**config.mk**
```make
export PLATFORM = sky130hd
export DESIGN_NAME = fifo_serial_tx
export DESIGN_NICKNAME = d
export VERILOG_FILES = /design/src/rtl/fifo_serial_pkg.sv /design/src/rtl/serial_baud_gen.sv /design/src/rtl/fifo_serial_tx.sv
export SDC_FILE = /design/constraint.sdc
export NUM_CORES = 1
export LEC_CHECK = 0
export BUFFER_PORTS_ARGS = -buffer_cell sky130_fd_sc_hd__buf_2
export CAP_MARGIN = 5
export CORE_MARGIN = 4
export CORE_UTILIZATION = 47
export DETAILED_ROUTE_END_ITERATION = 10
export GPL_TIMING_DRIVEN = 0
export PLACE_DENSITY = 0.71
export REMOVE_ABC_BUFFERS = 1
export SLEW_MARGIN = 20
export SYNTH_ARGS = -nofsm -noshare
export SYNTH_HDL_FRONTEND = slang
export SYNTH_SLANG_ARGS = --single-unit
```
**constraint.sdc**
```tcl
create_clock -name clk -period 1.6 [get_ports clk]
set_clock_uncertainty 0.2 [all_clocks]
set_input_delay 0.48 -clock clk [delete_from_list [all_inputs] [get_ports clk]]
set_output_delay 0.48 -clock clk [all_outputs]
set_load 0.005 [all_outputs]
```
**src/rtl/fifo_serial_pkg.sv**
```systemverilog
// Shared types and line levels for the FIFO-fed serial transmitter.
package fifo_serial_pkg;

  typedef enum logic [2:0] {
    IDLE,
    START,
    DATA,
    PARITY,
    STOP
  } tx_state_t;

  localparam logic LINE_IDLE  = 1'b1;
  localparam logic LINE_START = 1'b0;
  localparam logic LINE_STOP  = 1'b1;

endpackage

```
**src/rtl/serial_baud_gen.sv**
```systemverilog
// Bit-period counter: bit_tick pulses in the last clk cycle of every
// CLKS_PER_BIT-cycle bit period; clr holds the count at zero.
module serial_baud_gen #(
  parameter int unsigned CLKS_PER_BIT = 16
) (
  input  logic clk,
  input  logic rst,
  input  logic clr,
  output logic bit_tick
);

  localparam int unsigned CW = (CLKS_PER_BIT > 1) ? $clog2(CLKS_PER_BIT) : 1;
  localparam logic [CW-1:0] LAST = CW'(CLKS_PER_BIT - 1);

  logic [CW-1:0] cnt_q, cnt_d;

  always_comb begin
    bit_tick = (cnt_q == LAST);
    cnt_d    = (clr || bit_tick) ? '0 : cnt_q + CW'(1);
  end

  always_ff @(posedge clk) begin
    if (!rst) cnt_q <= '0;
    else      cnt_q <= cnt_d;
  end

endmodule

```
**src/rtl/fifo_serial_tx.sv**
```systemverilog
// Drains a FIFO via pop/pndng and sends each word as start, LSB-first data,
// optional even parity (FIFO_SERIAL_TX_PARITY_EN) and stop bit.
module fifo_serial_tx
  import fifo_serial_pkg::*;
#(
  parameter int unsigned BITS         = 8,
  parameter int unsigned CLKS_PER_BIT = 16
) (
  input  logic            clk,
  input  logic            rst,
  input  logic [BITS-1:0] Din,
  input  logic            pndng,
  output logic            pop,
  output logic            tx,
  output logic            busy,
  output logic            frame_done
);

  localparam int unsigned BCW = (BITS > 1) ? $clog2(BITS) : 1;

  tx_state_t       state_q, state_d;
  logic [BITS-1:0] shift_q, shift_d;
  logic [BCW-1:0]  bit_cnt_q, bit_cnt_d;
  logic            tx_q, tx_d;
  logic            busy_q, busy_d;
  logic            bit_tick;
`ifdef FIFO_SERIAL_TX_PARITY_EN
  logic            parity_q, parity_d;
`endif

  serial_baud_gen #(
    .CLKS_PER_BIT(CLKS_PER_BIT)
  ) u_baud (
    .clk      (clk),
    .rst      (rst),
    .clr      (state_q == IDLE),
    .bit_tick (bit_tick)
  );

  always_comb begin
    state_d    = state_q;
    shift_d    = shift_q;
    bit_cnt_d  = bit_cnt_q;
    pop        = 1'b0;
    frame_done = 1'b0;
    unique case (state_q)
      IDLE: begin
        if (pndng && rst) begin
          pop     = 1'b1;
          shift_d = Din;
          state_d = START;
        end
      end
      START: if (bit_tick) state_d = DATA;
      DATA: begin
        if (bit_tick) begin
          shift_d = shift_q >> 1;
          if (bit_cnt_q == BCW'(BITS - 1)) begin
            bit_cnt_d = '0;
`ifdef FIFO_SERIAL_TX_PARITY_EN
            state_d   = PARITY;
`else
            state_d   = STOP;
`endif
          end else begin
            bit_cnt_d = bit_cnt_q + BCW'(1);
          end
        end
      end
`ifdef FIFO_SERIAL_TX_PARITY_EN
      PARITY: if (bit_tick) state_d = STOP;
`endif
      STOP: begin
        if (bit_tick) begin
          frame_done = rst;
          state_d    = IDLE;
        end
      end
      default: state_d = IDLE;
    endcase

    // Line level is registered from the next state so tx changes on the entering edge.
    unique case (state_d)
      START:   tx_d = LINE_START;
      DATA:    tx_d = shift_d[0];
`ifdef FIFO_SERIAL_TX_PARITY_EN
      PARITY:  tx_d = parity_q;
`endif
      STOP:    tx_d = LINE_STOP;
      default: tx_d = LINE_IDLE;
    endcase
    busy_d = (state_d != IDLE);
  end

`ifdef FIFO_SERIAL_TX_PARITY_EN
  always_comb parity_d = pop ? ^Din : parity_q;

  always_ff @(posedge clk) begin
    if (!rst) parity_q <= 1'b0;
    else      parity_q <= parity_d;
  end
`endif

  always_ff @(posedge clk) begin
    if (!rst) begin
      state_q   <= IDLE;
      shift_q   <= '0;
      bit_cnt_q <= '0;
      tx_q      <= LINE_IDLE;
      busy_q    <= 1'b0;
    end else begin
      state_q   <= state_d;
      shift_q   <= shift_d;
      bit_cnt_q <= bit_cnt_d;
      tx_q      <= tx_d;
      busy_q    <= busy_d;
    end
  end

  assign tx   = tx_q;
  assign busy = busy_q;

endmodule

```
==> results of run 1 <==
==> layout make-up <==
cell class,instances,area (um^2),area share (%)
Clock buffer,3,22.5,1.89
Inverter,4,23.8,2.00
Timing Repair Buffer,25,159,13.4
Multi-Input combinational cell,68,536,45.0
Tap cell,25,31.3,2.63
Sequential cell,20,418,35.1
==> synthesized netlist by cell type <==
| master | instances |
|---|---|
| inv_1 | 3 |
| and3_1 | 2 |
| dfxtp_1 | 20 |
| a21oi_1 | 10 |
| nand2b_1 | 2 |
| clkbuf_1 | 1 |
| nand2_2 | 1 |
| buf_6 | 1 |
| o22a_1 | 1 |
| or3_1 | 2 |
| nor3_2 | 2 |
| and2_1 | 1 |
| xor2_1 | 1 |
| clkinv_4 | 1 |
| a211o_1 | 1 |
| a2111oi_2 | 1 |
| nor3b_2 | 1 |
| nand4_1 | 1 |
| xnor2_1 | 1 |
| nand2_1 | 8 |
| a221oi_1 | 1 |
| nand3_1 | 10 |
| nor4_1 | 1 |
| a211oi_1 | 1 |
| a22oi_1 | 6 |
| nor2_1 | 6 |
| buf_2 | 2 |
| nor4b_2 | 1 |
| a32oi_2 | 1 |
| ha_1 | 3 |
| nor3_1 | 2 |
| o21ai_1 | 1 |
==> metal layers <==
metal  up-vias  part of all wire (%)  routed length, um
met1       384                    41                824
met3         4                   4.8                 95
met5         -                     0                  0
met4         0                   1.5                 29
met2        19                    52               1050
li1        397                     -                  -
==> worst reg2reg max path: cells and delay by family (launching register included) <==
family          cells  cell delay (ns)
simple gates        3             0.88
flops               1             0.38
compound gates      1             0.13
buf+inv             1             0.12
==> how the worst min path moves through the flow <==
stage	end	start
after global placement	u_baud.cnt_q[0]$_SDFF_PP0_	u_baud.cnt_q[0]$_SDFF_PP0_
after CTS	tx$_SDFF_PN1_	rst
after detailed placement	u_baud.cnt_q[0]$_SDFF_PP0_	u_baud.cnt_q[0]$_SDFF_PP0_
after global routing	shift_q[7]$_SDFFE_PN0P_	Din[7]
after floorplan	u_baud.cnt_q[0]$_SDFF_PP0_	u_baud.cnt_q[0]$_SDFF_PP0_
final	shift_q[7]$_SDFFE_PN0P_	Din[7]
==> flip-flops by register name, summed over array words and instances, names as in the netlist <==
name / flops
u_baud.cnt_q: 4
tx: 1
state_q: 3
bit_cnt_q: 3
busy: 1
shift_q: 8
==> where the power goes <==
group	internal [W]	leakage (nW)	switching, W	total, W
Combinational	0.0000453	0.260	0.0000459	0.0000912
Clock	0.0000876	0.0138	0.000141	0.000229
Sequential	0.000511	0.167	0.0000140	0.000525
==> through the flow <==
stage | area [um^2] | utilization, % | hold slack [ns]
global route | 1190 | 67.4 | 0.213
floorplan | 863 | - | 0.218
detailed placement | 965 | 54.7 | 0.241
finish | 1190 | 67.4 | 0.224
CTS | 1150 | 65.5 | 0.213
global placement | 965 | 54.7 | 0.225
==> kinds of logic after synthesis <==
| family | count (synthesis) | share of synthesized area, % |
|---|---|---|
| AND/OR/NAND/NOR | 40 | 25.1 |
| AO/OA/AOI/OAI | 23 | 18.6 |
| flip-flops | 20 | 45.1 |
| buffers and inverters | 8 | 5.07 |
| adder cells (fa/ha/maj) | 3 | 4.23 |
| XOR/XNOR | 2 | 1.97 |
==> what timing repair did <==
action,4_1_cts,5_1_grt
buffers inserted,9,2
setup endpoints to repair,16,13
pin swaps,12,2
resized for setup,24,6
hold buffers,0,0
==> results.toml, run 1 <==
[run_status]
status = "complete, but fails checks"
violations = "negative setup slack"

[global_route]
grt-ovfl-total = 0
use_met3_pct = 6.12
grt_usage_pct = 16.8
antenna_found_initial = 0
busiest_layer = "met2"
met1_usage_pct = 20.3
use_met2_pct = 28.2
grt_pass1_vias = 746
grt_start_max_net_pins = 16
grt_pass1_wl_mm = 3.27

[synth]
synth_cell_type_count = 32
yosysTopAreaCell = "dfxtp_1"
yosysWarnings = 0
yosys_register_bits = 20
syn_inst = 96
synthesis.area_um2 = 888
synth-seq-area-share_pct = 45.1
avgSynthCellArea_um2 = 9.25
synth_top_cell_area_share_pct = 45.1
synth_area_leaders = "dfxtp_1 (45%), a21oi_1 (5.6%), nand3_1 (5.6%), a22oi_1 (5.1%), ha_1 (4.2%)"

[critical_path]
r2r_slack_ns = -0.19
cp_data_arrival_time_ns = 1.25
timing.rr.start = "state_q[1]$_SDFF_PN0_"
endpoint_kind = "output port"
rr_worst_depth = 5
cp_slowest_stage_delay_ns = 0.37
critical_path_class = "reg -> out"
path_delay_family = "simple AND/OR/NAND/NOR gates"
worstSetupStartpoint = "state_q[1]$_SDFF_PN0_"
worstReg2RegEnd = "bit_cnt_q[0]$_SDFFE_PN0P_"
cp_max_fo = 3
critPathBufInv = 2
start_kind = "flip-flop"
crit_cells = 4
cp_slowest_cell = "dfxtp_4"
path_cells = "nor4b_4 > nand2_2 > clkinv_4 > buf_6"
worstPathRequired_ns = 0.92
worstSetupEndpoint = "pop"

[flow_run]
cap_violations = 0

[clock_network]
cts_root_buf = "clkbuf_4"
numCtsBuffers = 3
clock_sinks = 20
path_clk_slew_ns = 0.10
htreeDepth = 1
cts_tree = "done"
clockBufferDepth = 2
clk_latency_ns = 0.29

[timing]
hold_violations = 0
finalCritPeriodShare_pct = 120
fmax_mhz = 519
period_needed_ns = 1.93
worst_slew_pin_slew_ns = 0.345
fin_setup_tns_ns = -0.926
slew_viol_final = 0
setup_ws_ns = -0.328
rsz0062_at_grt = "true"
finalSetupViolCount = 5
relSlewSlack_pct = 76.9

[floorplan]
core_um2 = 1760
fp.dieW_um = 51.5
die_height_um = 51.5
die_area_um2 = 2650
num_io_pins = 15
num_rows = 15
start_util_pct = 50.4

[power]
power.density_nw_per_um2 = 710
p_total_w = 0.000845
p_leak_nw = 0.442
ir_drop_mv = 0.671

[final_layout]
fillers = 156
drive_gt1_share_pct = 45.8
fin_nets = 136
fin_cells = 145
syn_to_final_growth_pct = 33.9
final_common_cell = "buf_2"
layout_common_cells = "buf_2 (13), dfxtp_1 (12), buf_4 (11)"
num_antenna_cells = 0

[drt]
drc = 0
drt-total-wl_mm = 2.00
vias_per_cell = 5.54
num_vias = 804
routedWlPerCell_um = 13.8
drtPass1Iterations = 4
drt_first_iter_violations = 8
drtAntennaViolNets = 0

[place]
gp_congestion = 0.743
portBuffers = 14
place_ws_ns = -0.414
dpl.hpwl_mm = 1.21
dp.cells = 131

[worst_hold_path]
min_path_cells = 3
holdCritPathClass = "in -> reg"
No activity file was read; power rests on OpenSTA's default activity.
==> run 2: changes to the inputs <==
--- a/config.mk
+++ b/config.mk
@@ -5,7 +5,7 @@
 export SDC_FILE = /design/constraint.sdc
 export NUM_CORES = 1
 export LEC_CHECK = 0
-export BUFFER_PORTS_ARGS = -buffer_cell sky130_fd_sc_hd__buf_2
+export BUFFER_PORTS_ARGS = -buffer_cell sky130_fd_sc_hd__buf_4
 export CAP_MARGIN = 5
 export CORE_MARGIN = 4
 export CORE_UTILIZATION = 47
==> results.toml, run 2 (synthesis gave the netlist of run 1 again) <==
[floorplan]
start_util_pct = 50.4
fp.dieW_um = 51.5
num_io_pins = 15
core_um2 = 1760
num_rows = 15
die_height_um = 51.5
die_area_um2 = 2650

[critical_path]
cp_max_fo = 6
worstPathRequired_ns = 0.92
cp_data_arrival_time_ns = 1.25
r2r_slack_ns = -0.15
rr_worst_depth = 7
worstReg2RegEnd = "tx$_SDFF_PN1_"
start_kind = "flip-flop"
endpoint_kind = "output port"
critical_path_class = "reg -> out"
timing.rr.start = "u_baud.cnt_q[0]$_SDFF_PP0_"

[power]
p_leak_nw = 0.492
internal-power_w = 0.000661
power_frac_clock_pct = 26.8
seq_power_share_pct = 59.6
p_switching_w = 0.000218
ir_drop_mv = 0.524
power.density_nw_per_um2 = 655
combPwrFrac_pct = 13.6
sw_frac_of_total_pct = 24.8

[global_route]
grt_pass1_vias = 763
grt_pass1_wl_mm = 3.35
grt_start_max_net_pins = 16
grt_usage_pct = 17.0
antenna_found_initial = 0
grt-ovfl-total = 0

[run_status]
violations = "negative setup slack"
status = "complete, but fails checks"

[place]
dpl.hpwl_mm = 1.28
gp_congestion = 0.734
placed_cell_area_um2 = 1000
portBuffers = 14

[clock_network]
clk_latency_ns = 0.30
clock_sinks = 20
numCtsBuffers = 3
cts_tree = "done"
cts_root_buf = "clkbuf_4"
htreeDepth = 1
path_clk_slew_ns = 0.11
clockBufferDepth = 2

[final_layout]
largest_register = "shift_q"
design_area_um2 = 1340
final_common_cell = "buf_4"
layout_common_cells = "buf_4 (25), dfxtp_1 (13), a21oi_1 (9)"
biggestRegsByFlops = "shift_q: 8 flops, u_baud.cnt_q: 4 flops"
largest_register_ff_count = 8
syn_to_final_growth_pct = 51.0
drive_gt1_share_pct = 51.6
fin_nets = 140
num_antenna_cells = 0
fillers = 131

[timing]
period_needed_ns = 1.93
worst_slew_pin_slew_ns = 0.343
slew_viol_final = 0
fmax_mhz = 517
rsz0062_at_grt = "true"
hold_violations = 0
setup_ws_ns = -0.333
finalCritPeriodShare_pct = 121
fin_setup_tns_ns = -1.03
relSlewSlack_pct = 77.1
finalSetupViolCount = 6

[drt]
vias_per_cell = 5.74
drt_first_iter_violations = 27
drtPass1Iterations = 4
drc = 0
drt-total-wl_mm = 2.31
drtAntennaViolNets = 0
routedWlPerCell_um = 15.5
num_vias = 855

[flow_run]
cap_violations = 0

[worst_hold_path]
hold_end = "tx$_SDFF_PN1_"
min_path_cells = 2
hp-start = "rst"
holdCritPathClass = "in -> reg"
==> run 2: worst max-delay path by stage <==
stage,start,endpoint,depth (start not counted)
final,state_q[1]$_SDFF_PN0_,frame_done,3
after global routing,state_q[0]$_SDFF_PN0_,pop,4
after CTS,state_q[1]$_SDFF_PN0_,frame_done,3
after detailed placement,rst,frame_done,4
after global placement,rst,pop,5
after floorplan,u_baud.cnt_q[0]$_SDFF_PP0_,bit_cnt_q[0]$_SDFFE_PN0P_,5
==> run 2: power groups by stage <==
stage	logic [W]	registers, W	clock network, W
global placement	0.0000783	0.000537	0
global route	0.000130	0.000525	0.000254
finish	0.000120	0.000523	0.000235
CTS	0.000108	0.000522	0.000240
detailed placement	0.0000788	0.000538	0
floorplan	0.0000413	0.000536	0
==> run 2: critical path: stages (launching register included) <==
cell and delay, ns:
dfxtp_2 0.38, nand2b_1 0.21, nor4_4 0.22, buf_4 0.14
==> run 2: stage by stage <==
step / util, % / setup WS, ns / cells / hold slack (ns) / total power, W
floorplan: - / -0.0814 / 92 / 0.218 / 0.000577
global placement: 56.7 / -0.391 / 131 / 0.227 / 0.000615
detailed placement: 56.7 / -0.427 / 131 / 0.241 / 0.000617
CTS: 68.3 / -0.336 / 143 / 0.195 / 0.000870
global route: 76.0 / -0.389 / 149 / 0.215 / 0.000909
finish: 76.0 / -0.333 / 149 / 0.209 / 0.000878
==> run 2: cell type report <==
type | count | area [um^2] | area share, %
well taps | 25 | 31.3 | 2.33
repair buffers | 29 | 233 | 17.4
flip-flops and latches | 20 | 414 | 30.9
multi-input cells | 68 | 617 | 46.0
clock buffers | 3 | 22.5 | 1.68
inverters | 4 | 23.8 | 1.77
==> run 2: what timing repair did <==
| item | in CTS | in global routing |
|---|---|---|
| endpoints found under the setup margin | 16 | 16 |
| cloned | 0 | 0 |
| buffers inserted | 9 | 6 |
| hold buffers | 0 | 0 |
| resized for setup | 27 | 16 |
| pin swaps | 7 | 8 |
==> run 2: metal layers <==
metal	up-vias	part of all wire [%]	routed length (um)	GRT usage, %
li1	403	-	-	-
met4	0	2.3	53	5.68
met3	6	6.4	148	6.71
met2	37	51	1180	28.2
met1	409	40	928	19.9
met5	-	0	0	0
==> run 3: changes to the inputs <==
--- a/config.mk
+++ b/config.mk
@@ -7,7 +7,7 @@
 export LEC_CHECK = 0
 export BUFFER_PORTS_ARGS = -buffer_cell sky130_fd_sc_hd__buf_4
 export CAP_MARGIN = 5
-export CORE_MARGIN = 4
+export CORE_MARGIN = 2
 export CORE_UTILIZATION = 47
 export DETAILED_ROUTE_END_ITERATION = 10
 export GPL_TIMING_DRIVEN = 0
==> results.toml, run 3 (synthesis gave the netlist of run 1 again) <==
[floorplan]
num_rows = 15
num_io_pins = 15
die_area_um2 = 2250
start_util_pct = 50.9
die_height_um = 47.5
fp.dieW_um = 47.5
core_um2 = 1750

[drt]
drc = 0
drtAntennaViolNets = 0
routedWlPerCell_um = 15.2
drtPass1Iterations = 4
drt-total-wl_mm = 2.24
num_vias = 819
vias_per_cell = 5.57
drt_first_iter_violations = 17

[clock_network]
numCtsBuffers = 3
clk_latency_ns = 0.30
cts_tree = "done"
cts_root_buf = "clkbuf_4"
htreeDepth = 1
hold_buffers = 0
clock_sinks = 20
clockBufferDepth = 2
path_clk_slew_ns = 0.11

[critical_path]
cp_max_fo = 4
cp_data_arrival_time_ns = 1.32
start_kind = "flip-flop"
endpoint_kind = "output port"
r2r_slack_ns = -0.25
worstPathRequired_ns = 0.92
critical_path_class = "reg -> out"

[final_layout]
final_common_cell = "buf_4"
seq_area_um2 = 419
layout_common_cells = "buf_4 (24), dfxtp_1 (13), a21oi_1 (10)"
fillers = 126
multi_input_area_um2 = 564
drive_gt1_share_pct = 48.4
biggestRegsByFlops = "shift_q: 8 flops, u_baud.cnt_q: 4 flops"
largest_register_ff_count = 8
largest_register = "shift_q"
num_antenna_cells = 0
syn_to_final_growth_pct = 43.8
fin_nets = 137
post-route-util_pct = 73.2

[timing]
finalCritPeriodShare_pct = 125
slew_viol_final = 0
hold_violations = 0
relSlewSlack_pct = 66.6
setup_ws_ns = -0.405
fmax_mhz = 499
finalSetupViolCount = 7
worst_slew_pin_slew_ns = 0.499
rsz0062_at_grt = "true"
period_needed_ns = 2.00

[place]
portBuffers = 14
dpl.hpwl_mm = 1.20
gp_congestion = 0.800
place_ws_ns = -0.400

[run_status]
violations = "negative setup slack"
status = "complete, but fails checks"

[flow_run]
cap_violations = 0

[global_route]
grt_pass1_wl_mm = 3.19
grt_pass1_vias = 732
antenna_found_initial = 0
grt_usage_pct = 20.6
grt_start_max_net_pins = 16
grt-ovfl-total = 0

[power]
ir_drop_mv = 0.738
p_leak_nw = 0.483
power.density_nw_per_um2 = 726

[worst_hold_path]
holdCritPathClass = "in -> reg"
run 3: layer usage:
| layer | wire (um) | up-vias | global-route usage [%] |
|---|---|---|---|
| met5 | 0 | - | 0 |
| met4 | 62 | 0 | 5.56 |
| met3 | 104 | 8 | 6.79 |
| met2 | 1110 | 27 | 31.4 |
| met1 | 962 | 378 | 28.0 |
| li1 | - | 406 | - |
run 3: what timing repair did:
| item | CTS | global route |
|---|---|---|
| pin swaps | 8 | 5 |
| resized for setup | 26 | 10 |
| setup endpoints to repair | 16 | 14 |
| setup buffers | 9 | 3 |
run 3: cell type report:
class                           instances  area share [%]
Clock buffer                            4            2.84
Inverter                                4            1.86
Sequential cell                        20            32.8
Timing Repair Buffer                   26            15.9
Tap cell                               25            2.45
Multi-Input combinational cell         68            44.2
run 3: worst paths after layout:
path | startpoint | end | depth (start not counted)
max reg2reg | u_baud.cnt_q[1]$_SDFF_PP0_ | tx$_SDFF_PN1_ | 7
max | state_q[1]$_SDFF_PN0_ | pop | 4
min | rst | tx$_SDFF_PN1_ | 2
min reg2reg | shift_q[1]$_SDFFE_PN0P_ | shift_q[1]$_SDFFE_PN0P_ | 2
run 3: power breakdown:
group          internal, W  switching, W
sequential        0.000510     0.0000149
combinational    0.0000564     0.0000501
clock             0.000139      0.000157
run 3: metrics by stage:
step / std cells / TNS [ns] / hold slack, ns / area (um^2) / power [W]
after floorplan: 92 / -0.266 / 0.218 / 863 / 0.000577
after CTS: 144 / -0.794 / 0.199 / 1210 / 0.000924
final: 147 / -1.30 / 0.212 / 1280 / 0.000927
after global placement: 131 / -2.79 / 0.228 / 1000 / 0.000614
after global routing: 147 / -2.13 / 0.205 / 1280 / 0.000967
after detailed placement: 131 / -3.22 / 0.244 / 1000 / 0.000617
run 3: worst max-delay path, cell delays in order (launching register included):
cell,delay [ns]
dfxtp_4,0.38
nor4b_4,0.36
nand2_2,0.13
clkinv_4,0.07
buf_6,0.08
